[src/rtl/deser_8b_32b_pkg.sv]
// Shared PHY definitions for the 8b<->32b lane (de)serializers.
// Both ends use BYTES_PER_WORD and the byte-index constants so that the
// byte count and byte ordering of a word always agree across the link.
package deser_8b_32b_pkg;

    typedef enum logic {
        ST_IDLE    = 1'b0,
        ST_COLLECT = 1'b1
    } state_t;

    localparam int BYTES_PER_WORD = 4;

    localparam logic [1:0] BYTE0 = 2'd0;
    localparam logic [1:0] BYTE1 = 2'd1;
    localparam logic [1:0] BYTE2 = 2'd2;
    localparam logic [1:0] BYTE3 = 2'(BYTES_PER_WORD - 1);

    // Write byte b into accumulator slot idx; slot 0 is the first (oldest)
    // byte and sits in the top bits so {acc, last_byte} is in arrival order.
    function automatic logic [23:0] acc_store(input logic [23:0] acc,
                                              input logic [1:0]  idx,
                                              input logic [7:0]  b);
        logic [23:0] r;
        r = acc;
        case (idx)
            BYTE0:   r[23:16] = b;
            BYTE1:   r[15:8]  = b;
            BYTE2:   r[7:0]   = b;
            default: r        = acc;
        endcase
        return r;
    endfunction

    // Reverse byte order of a 32-bit word.
    function automatic logic [31:0] byte_swap32(input logic [31:0] w);
        return {w[7:0], w[15:8], w[23:16], w[31:24]};
    endfunction

endpackage

[src/rtl/deser_8b_32b.sv]
// Receive-side byte-to-word assembler: collects four consecutive valid
// bytes and presents them as one registered 32-bit word. Any gap in
// valid_in restarts alignment at byte 0; a gap inside a word is flagged
// on partial_err.
module deser_8b_32b
    import deser_8b_32b_pkg::*;
#(
    parameter bit MSB_FIRST = 1'b1,
    parameter int CNT_W     = 16
) (
    input  logic             clk_4f,
    input  logic             reset,
    input  logic [7:0]       data_in,
    input  logic             valid_in,
    output logic [31:0]      data_8_32,
    output logic             valid_8_32,
    output logic             word_stb,
    output logic             partial_err,
    output logic [CNT_W-1:0] word_cnt
);

    state_t             state, state_nxt;
    logic [1:0]         sel, sel_nxt;
    logic [23:0]        acc, acc_nxt;
    logic [31:0]        data_nxt;
    logic               valid_nxt, stb_nxt, perr_nxt;
    logic [CNT_W-1:0]   cnt_nxt;
    logic [31:0]        word_in_order;
    logic [31:0]        word;

    assign word_in_order = {acc, data_in};
    assign word          = MSB_FIRST ? word_in_order : byte_swap32(word_in_order);

    // State register.
    always_ff @(posedge clk_4f or negedge reset) begin
        if (!reset) state <= ST_IDLE;
        else        state <= state_nxt;
    end

    // Next state: any valid byte enters/stays in COLLECT, any gap returns to IDLE.
    always_comb begin
        state_nxt = state;
        case (state)
            ST_IDLE:    if (valid_in)  state_nxt = ST_COLLECT;
            ST_COLLECT: if (!valid_in) state_nxt = ST_IDLE;
            default:    state_nxt = ST_IDLE;
        endcase
    end

    // Next values of the datapath and registered outputs.
    always_comb begin
        sel_nxt   = sel;
        acc_nxt   = acc;
        data_nxt  = data_8_32;
        valid_nxt = valid_8_32;
        stb_nxt   = 1'b0;
        perr_nxt  = 1'b0;
        cnt_nxt   = word_cnt;
        case (state)
            ST_IDLE: begin
                valid_nxt = 1'b0;
                if (valid_in) begin
                    acc_nxt = acc_store(acc, BYTE0, data_in);
                    sel_nxt = BYTE1;
                end
            end
            ST_COLLECT: begin
                if (valid_in) begin
                    if (sel == BYTE3) begin
                        data_nxt  = word;
                        stb_nxt   = 1'b1;
                        valid_nxt = 1'b1;
                        sel_nxt   = BYTE0;
                        if (word_cnt != {CNT_W{1'b1}})
                            cnt_nxt = word_cnt + CNT_W'(1);
                    end else begin
                        acc_nxt = acc_store(acc, sel, data_in);
                        sel_nxt = sel + 2'd1;
                    end
                end else begin
                    // Stream stopped: drop valid like the transmitter does;
                    // only a stop inside a word is an error.
                    valid_nxt = 1'b0;
                    sel_nxt   = BYTE0;
                    if (sel != BYTE0) begin
                        perr_nxt = 1'b1;
                        acc_nxt  = '0;
                    end
                end
            end
            default: begin
                valid_nxt = 1'b0;
                sel_nxt   = BYTE0;
            end
        endcase
    end

    // Datapath and output registers.
    always_ff @(posedge clk_4f or negedge reset) begin
        if (!reset) begin
            sel         <= BYTE0;
            acc         <= '0;
            data_8_32   <= '0;
            valid_8_32  <= 1'b0;
            word_stb    <= 1'b0;
            partial_err <= 1'b0;
            word_cnt    <= '0;
        end else begin
            sel         <= sel_nxt;
            acc         <= acc_nxt;
            data_8_32   <= data_nxt;
            valid_8_32  <= valid_nxt;
            word_stb    <= stb_nxt;
            partial_err <= perr_nxt;
            word_cnt    <= cnt_nxt;
        end
    end

endmodule

[config.mk]
export PLATFORM = sky130hd
export DESIGN_NAME = deser_8b_32b
export DESIGN_NICKNAME = d
export VERILOG_FILES = /design/src/rtl/deser_8b_32b_pkg.sv /design/src/rtl/deser_8b_32b.sv
export SDC_FILE = /design/constraint.sdc
export NUM_CORES = 1
export LEC_CHECK = 0
export BUFFER_PORTS_ARGS = -buffer_cell sky130_fd_sc_hd__buf_4
export CAP_MARGIN = 0
export CORE_MARGIN = 1.5
export CORE_UTILIZATION = 35
export DETAILED_ROUTE_END_ITERATION = 6
export PLACE_DENSITY = 0.6
export SLEW_MARGIN = 40
export SYNTH_ARGS = -nofsm -noshare
export SYNTH_HDL_FRONTEND = slang
export SYNTH_SLANG_ARGS = --single-unit
[constraint.sdc]
create_clock -name clk_4f -period 2.15 [get_ports clk_4f]
set_input_delay 0.1075 -clock clk_4f [delete_from_list [all_inputs] [get_ports clk_4f]]
set_output_delay 0.1075 -clock clk_4f [all_outputs]
set_load 0.02 [all_outputs]
Yosys cells after proc, flatten, opt, wreduce, memory -nomap -nowiden
Index checks and enable logic that the tools add are counted.
{ "word_totals": {"regBits": 78, "output_inout_bits": 51, "word_cells": 53} }
{ "classes": {"add_sub_neg": 2, "n_eq_ne": 11, "mux": 22, "bitwise": 1, "n_reduce_logical": 7} }
{ "ops": {"columns": ["cell", "count"], "rows": [
  ["$mux 24", 4],
  ["$pmux 24 s2", 1],
  ["$mux 8", 3],
  ["$add 16x1->16 const B", 1],
  ["$ne 16x16->1 const B", 1],
  ["$reduce_and 4->1", 4],
  ["$ne 3x2->1 const B", 5],
  ["$mux 1", 9],
  ["$mux 2", 3],
  ["$eq 2x2->1 const B", 2],
  ["$pmux 2 s2", 1],
  ["$ne 3x3->1 const B", 1],
  ["$reduce_and 3->1", 1],
  ["$add 2x1->2 const B", 1],
  ["$eq 2x1->1 const B", 1],
  ["$logic_not 2->1", 1],
  ["$ne 2x2->1 const B", 1],
  ["$pmux 1 s2", 1],
  ["$reduce_bool 2->1", 1],
  ["$not 1->1", 1]
]} }

Depth between registers and ports, before layout
{ "depth": {"ltp_word": 5, "mapped_depth": 7, "depth_no_buf": 6} }

Worst setup path after synthesis
OpenSTA, ideal clock, no wires.
{ "synth_timing": {"path_kind": "reg2reg", "from": "reg word_cnt[0]", "to": "reg word_cnt[1]", "arrival_ns": 1.705, "path_slack_ns": 0.320, "path_stages_with_launch": 5, "period_less_slack_ns": 1.830, "cell_sequence": "dfrtp_1 -> ha_1 -> nand3_2 -> o41ai_4 -> mux2_4"} }
{ "synth_between": {"elab_chain_len": 2} }
{ "synth_lines": {"columns": ["element", "line", "rtl"], "rows": [
  ["from (decl)", "deser_8b_32b.sv:19", "output logic [CNT_W-1:0] word_cnt"],
  ["from (signal assigned)", "deser_8b_32b.sv:115", "word_cnt <= cnt_nxt;"],
  ["branches (longest 2 deep; another with $add 16x1->16)", null, null]
]} }
Several ways; the timed one is not identified.
A chain may end at the register's enable or synchronous reset.

Worst setup path in the final report
Ends and elaborated chain as after synthesis.

==> run summary <==
The area of the die was 9700 µm²; the worst-path maximum fanout was 8. The run gives 2375 as the routed via count. During placement, the flow inserted port buffers numbering 61. STA classifies the critical path startpoint as a flip-flop. The logs give 0.35 ns for the clock latency reported for the late side of the worst-skew pair and 2 for the number of buffers between clock root and the deepest sink. Measured along the y axis, the die boundary spans 98.5 µm. The run finished with clean final reports.

The run gives 0.00212 µW as the leakage power total. Path category of the worst min-delay check: input pin to flip-flop. Traced cell by cell, the critical path runs through ha_1 -> nand3_2 -> o41ai_4 -> mux2_4.

The clock transition at the registers of the reported paths works out to 0.08 ns. Achievable frequency: 537 MHz. The endpoint of the worst hold path was data_8_32[5]$_DFFE_PN0P_. The count of filler cells inserted in the layout was 834.

The count of flip-flops with a built-in enable after synthesis was 0; the area growth from synthesis to layout was 29.2%. Setup repair after global routing left no endpoint under its margin. 62 I/O pins were placed. For this run, the detailed router's first-pass iteration total came to 4.

The number of global-route vias before repair is 2471, and the setup slack of the worst register-to-register path is 0.29 ns. The post-route minimum period was 1.86 ns; the via density per instance was 4.78. Gates resized during post-CTS repair numbered 0. The netlist area before placement was 3190 µm²; the highest cell delay on the worst timing path was 0.57 ns. Buffers added to address setup during post-CTS repair amount to 0. In this run the number of H-tree levels came out at 3. Worst vdd rail ir drop: 0.460 mV.

The final count of pins violating max slew was 0. Part of the Yosys area used for sequential elements: 61.2%. STA puts the critical path data arrival time at 2.10 ns. Counting instances, the worst hold path has a depth of 3.

Among all stages on the critical path, the largest delay is contributed by sky130_fd_sc_hd__o41ai_4. In the final routed layout, each cell accounts on average for 14.1 µm. STA puts the critical path data required time at 2.38 ns. The number of clock buffers added by TritonCTS is 9. Synthesis handed over a netlist of 309 instances. The number of synthesized register bits is 78, and the post-synthesis cell type count is 37. During synthesis, Yosys emitted a total of 0 warnings.

The root buffer cell chosen for the clock tree is sky130_fd_sc_hd__clkbuf_8. After floorplanning, the core was divided into 34 placement rows. The congestion estimate from routability-driven global placement came to 0.765. Number of failing hold endpoints at the final stage: 0.

The floorplan step set the die width to 98.5 µm. TritonCTS built the clock tree. Most area-hungry cell type in the Yosys netlist: sky130_fd_sc_hd__dfrtp_1.

Once detailed placement completed, the half-perimeter wirelength came to 4820 µm. Entering global routing, the biggest net connects 41 pins. The count of maximum capacitance violations came out at 0. The startpoint identified for the worst register-to-register timing path is word_cnt[0]$_DFFE_PN0P_. The remaining global-route overflow is 0, and the share of post-route cells with drive strength above 1 is 24.4%. For the initial cell density of the core, the log shows 36.4%. The logs give 47.0% for the fraction of the core area covered by cells at the end of the flow and 0.0114 ns for the clock skew.

The number of cells on the worst reg-to-reg path came out at 4. In the synthesized netlist the dominant register cell turns out to be sky130_fd_sc_hd__dfrtp_1. The most numerous cell in the Yosys netlist was sky130_fd_sc_hd__nand2_1.

Of all flip-flops after synthesis, the portion carrying an async set or reset was 100%. The final net count came out at 400. The first global-routing pass estimated 12100 µm of wire.

The endpoint type of the worst setup path was a flip-flop. The placeable core area came out at 8760 µm². The number of DRC markers in iteration 0 was 65.

By area the synthesized netlist is led by sky130_fd_sc_hd__dfrtp_1 (61%), sky130_fd_sc_hd__nand2_1 (15%), sky130_fd_sc_hd__o21ai_0 (3.0%). Summed over all layers, the routed wires come to 7000 µm. The per-instance average area after synthesis is 10.3 µm², and the number of sinks handled by clock tree synthesis is 78.

Setup violations remaining at the end of the flow were counted as 0. The worst hold path begins at data_in[5]. The class of the most critical setup path was flip-flop to flip-flop. The worst setup slack before clock tree synthesis was 0.306 ns. The fraction of synthesized cell area taken by the top area cell type was 61.2%; the number of routed nets with antenna violations was 0. Across all setup checks in the final design, the least slack found is 0.288 ns. The endpoint identified for the worst register-to-register timing path is word_cnt[1]$_DFFE_PN0P_. The tools report the worst max-slew margin expressed relative to the limit as 65.9%. By count the netlist is led by sky130_fd_sc_hd__nand2_1 (124), sky130_fd_sc_hd__dfrtp_1 (78), sky130_fd_sc_hd__o21ai_0 (19).

The areal power density over the cells was 1070 nW/µm². At the pin with the least slew margin, the transition time is 0.512 ns. For the total DRC errors in the routed layout, the log shows 0.

The total nets after synthesis is 325, and the final cycle utilization of the critical path is 86.6%. For the number of antenna violations at the first check in global routing, the log shows 0. Across every metal layer, demand over resource in global routing totals 15.7%. The number of antenna diodes in the final layout is 0. The total negative slack is 0 ns.
-- logic make-up (layout without fill, tap and decap cells) --
family	after synthesis	in the layout	share of synthesized area [%]
AO/OA/AOI/OAI	41	41	9.22
adder cells (fa/ha/maj)	5	5	1.96
flip-flops	78	78	61.2
XOR/XNOR	12	12	3.29
AND/OR/NAND/NOR	153	153	21.3
buffers and inverters	18	98	2.27
multiplexers	2	2	0.784
-- routing by layer --
| metal | global-route usage (%) | vias up | wire length, µm |
|---|---|---|---|
| met5 | 0 | - | 0 |
| met4 | 6.18 | 0 | 113 |
| met3 | 3.12 | 10 | 245 |
| met2 | 24.9 | 45 | 3230 |
| met1 | 21.4 | 1139 | 3410 |
| li1 | - | 1181 | - |
-- timing repair --
item / CTS / global route
hold endpoints to repair: 44 / 0
hold buffers: 7 / 0
setup endpoints to repair: 0 / 0
-- cells in the final DEF, fill, tap and decap left out, types with 2 or more instances in the layout --
cell type / synthesis / layout
sky130_fd_sc_hd__nand2_1: 124 / 124
sky130_fd_sc_hd__dfrtp_1: 78 / 78
sky130_fd_sc_hd__buf_4: 0 / 68
sky130_fd_sc_hd__o21ai_0: 19 / 19
sky130_fd_sc_hd__clkbuf_8: 0 / 9
sky130_fd_sc_hd__a32o_1: 8 / 8
sky130_fd_sc_hd__xor2_1: 7 / 7
sky130_fd_sc_hd__dlygate4sd3_1: 0 / 7
sky130_fd_sc_hd__inv_1: 5 / 5
sky130_fd_sc_hd__nor2_1: 5 / 5
sky130_fd_sc_hd__xnor2_1: 5 / 5
sky130_fd_sc_hd__ha_1: 5 / 5
sky130_fd_sc_hd__nand4_1: 4 / 4
sky130_fd_sc_hd__a21oi_1: 3 / 3
sky130_fd_sc_hd__bufinv_16: 0 / 3
sky130_fd_sc_hd__and2_1: 2 / 2
sky130_fd_sc_hd__and3b_1: 2 / 2
sky130_fd_sc_hd__o21ai_1: 2 / 2
sky130_fd_sc_hd__nand4_2: 2 / 2
sky130_fd_sc_hd__nor3_2: 2 / 2
sky130_fd_sc_hd__nor3_1: 2 / 2
sky130_fd_sc_hd__o311ai_0: 2 / 2
sky130_fd_sc_hd__nand3_1: 2 / 2
sky130_fd_sc_hd__nor4_1: 2 / 2
sky130_fd_sc_hd__o21a_1: 2 / 2
sky130_fd_sc_hd__clkinv_4: 0 / 2
-- per-stage QoR --
step / total power [µW] / cells / hold slack, ns / cell area (µm²)
after global placement: 3100 / 474 / 0.120 / 3810
after floorplan: 2570 / 309 / -0.188 / 3190
after global routing: 4690 / 497 / 0.0210 / 4120
after CTS: 4480 / 497 / 0.00153 / 4120
after detailed placement: 3130 / 474 / 0.126 / 3810
final: 4420 / 497 / 0.0205 / 4120
-- report_power, final --
group | total [µW] | internal [µW] | switching [µW]
combinational | 1120 | 484 | 637
clock | 1330 | 777 | 552
sequential | 1970 | 1770 | 199
-- critical path, delay by kind of cell, from the launching register on --
family          cells  cell delay (ns)
simple gates        1             0.19
compound gates      1             0.57
fa+ha+maj           1             0.23
flops               1             0.43
mux                 1             0.34
-- layout make-up --
class / instances / area (µm²) / share of cell area (%)
flip-flops and latches: 78 / 1950 / 47.4
clock inverters: 7 / 121 / 2.94
clock buffers: 9 / 124 / 3.01
repair buffers: 76 / 601 / 14.6
well taps: 108 / 135 / 3.28
multi-input cells: 213 / 1170 / 28.3
inverters: 6 / 22.5 / 0.546
-- worst max path at each step --
stage,depth (start not counted),startpoint,to
global route,5,sel[0]$_DFFE_PN0N_,word_cnt[11]$_DFFE_PN0P_
global placement,4,word_cnt[0]$_DFFE_PN0P_,word_cnt[1]$_DFFE_PN0P_
floorplan,4,word_cnt[0]$_DFFE_PN0P_,word_cnt[1]$_DFFE_PN0P_
detailed placement,4,word_cnt[0]$_DFFE_PN0P_,word_cnt[1]$_DFFE_PN0P_
CTS,4,word_cnt[0]$_DFFE_PN0P_,word_cnt[1]$_DFFE_PN0P_
finish,4,word_cnt[0]$_DFFE_PN0P_,word_cnt[1]$_DFFE_PN0P_
-- sequential cells by signal, summed over array words and instances (netlist names) --
name	count
data_8_32	32
acc	24
word_cnt	16
sel	2
partial_err	1
state	1
valid_8_32	1
word_stb	1
(Power assumes the default switching activity.)
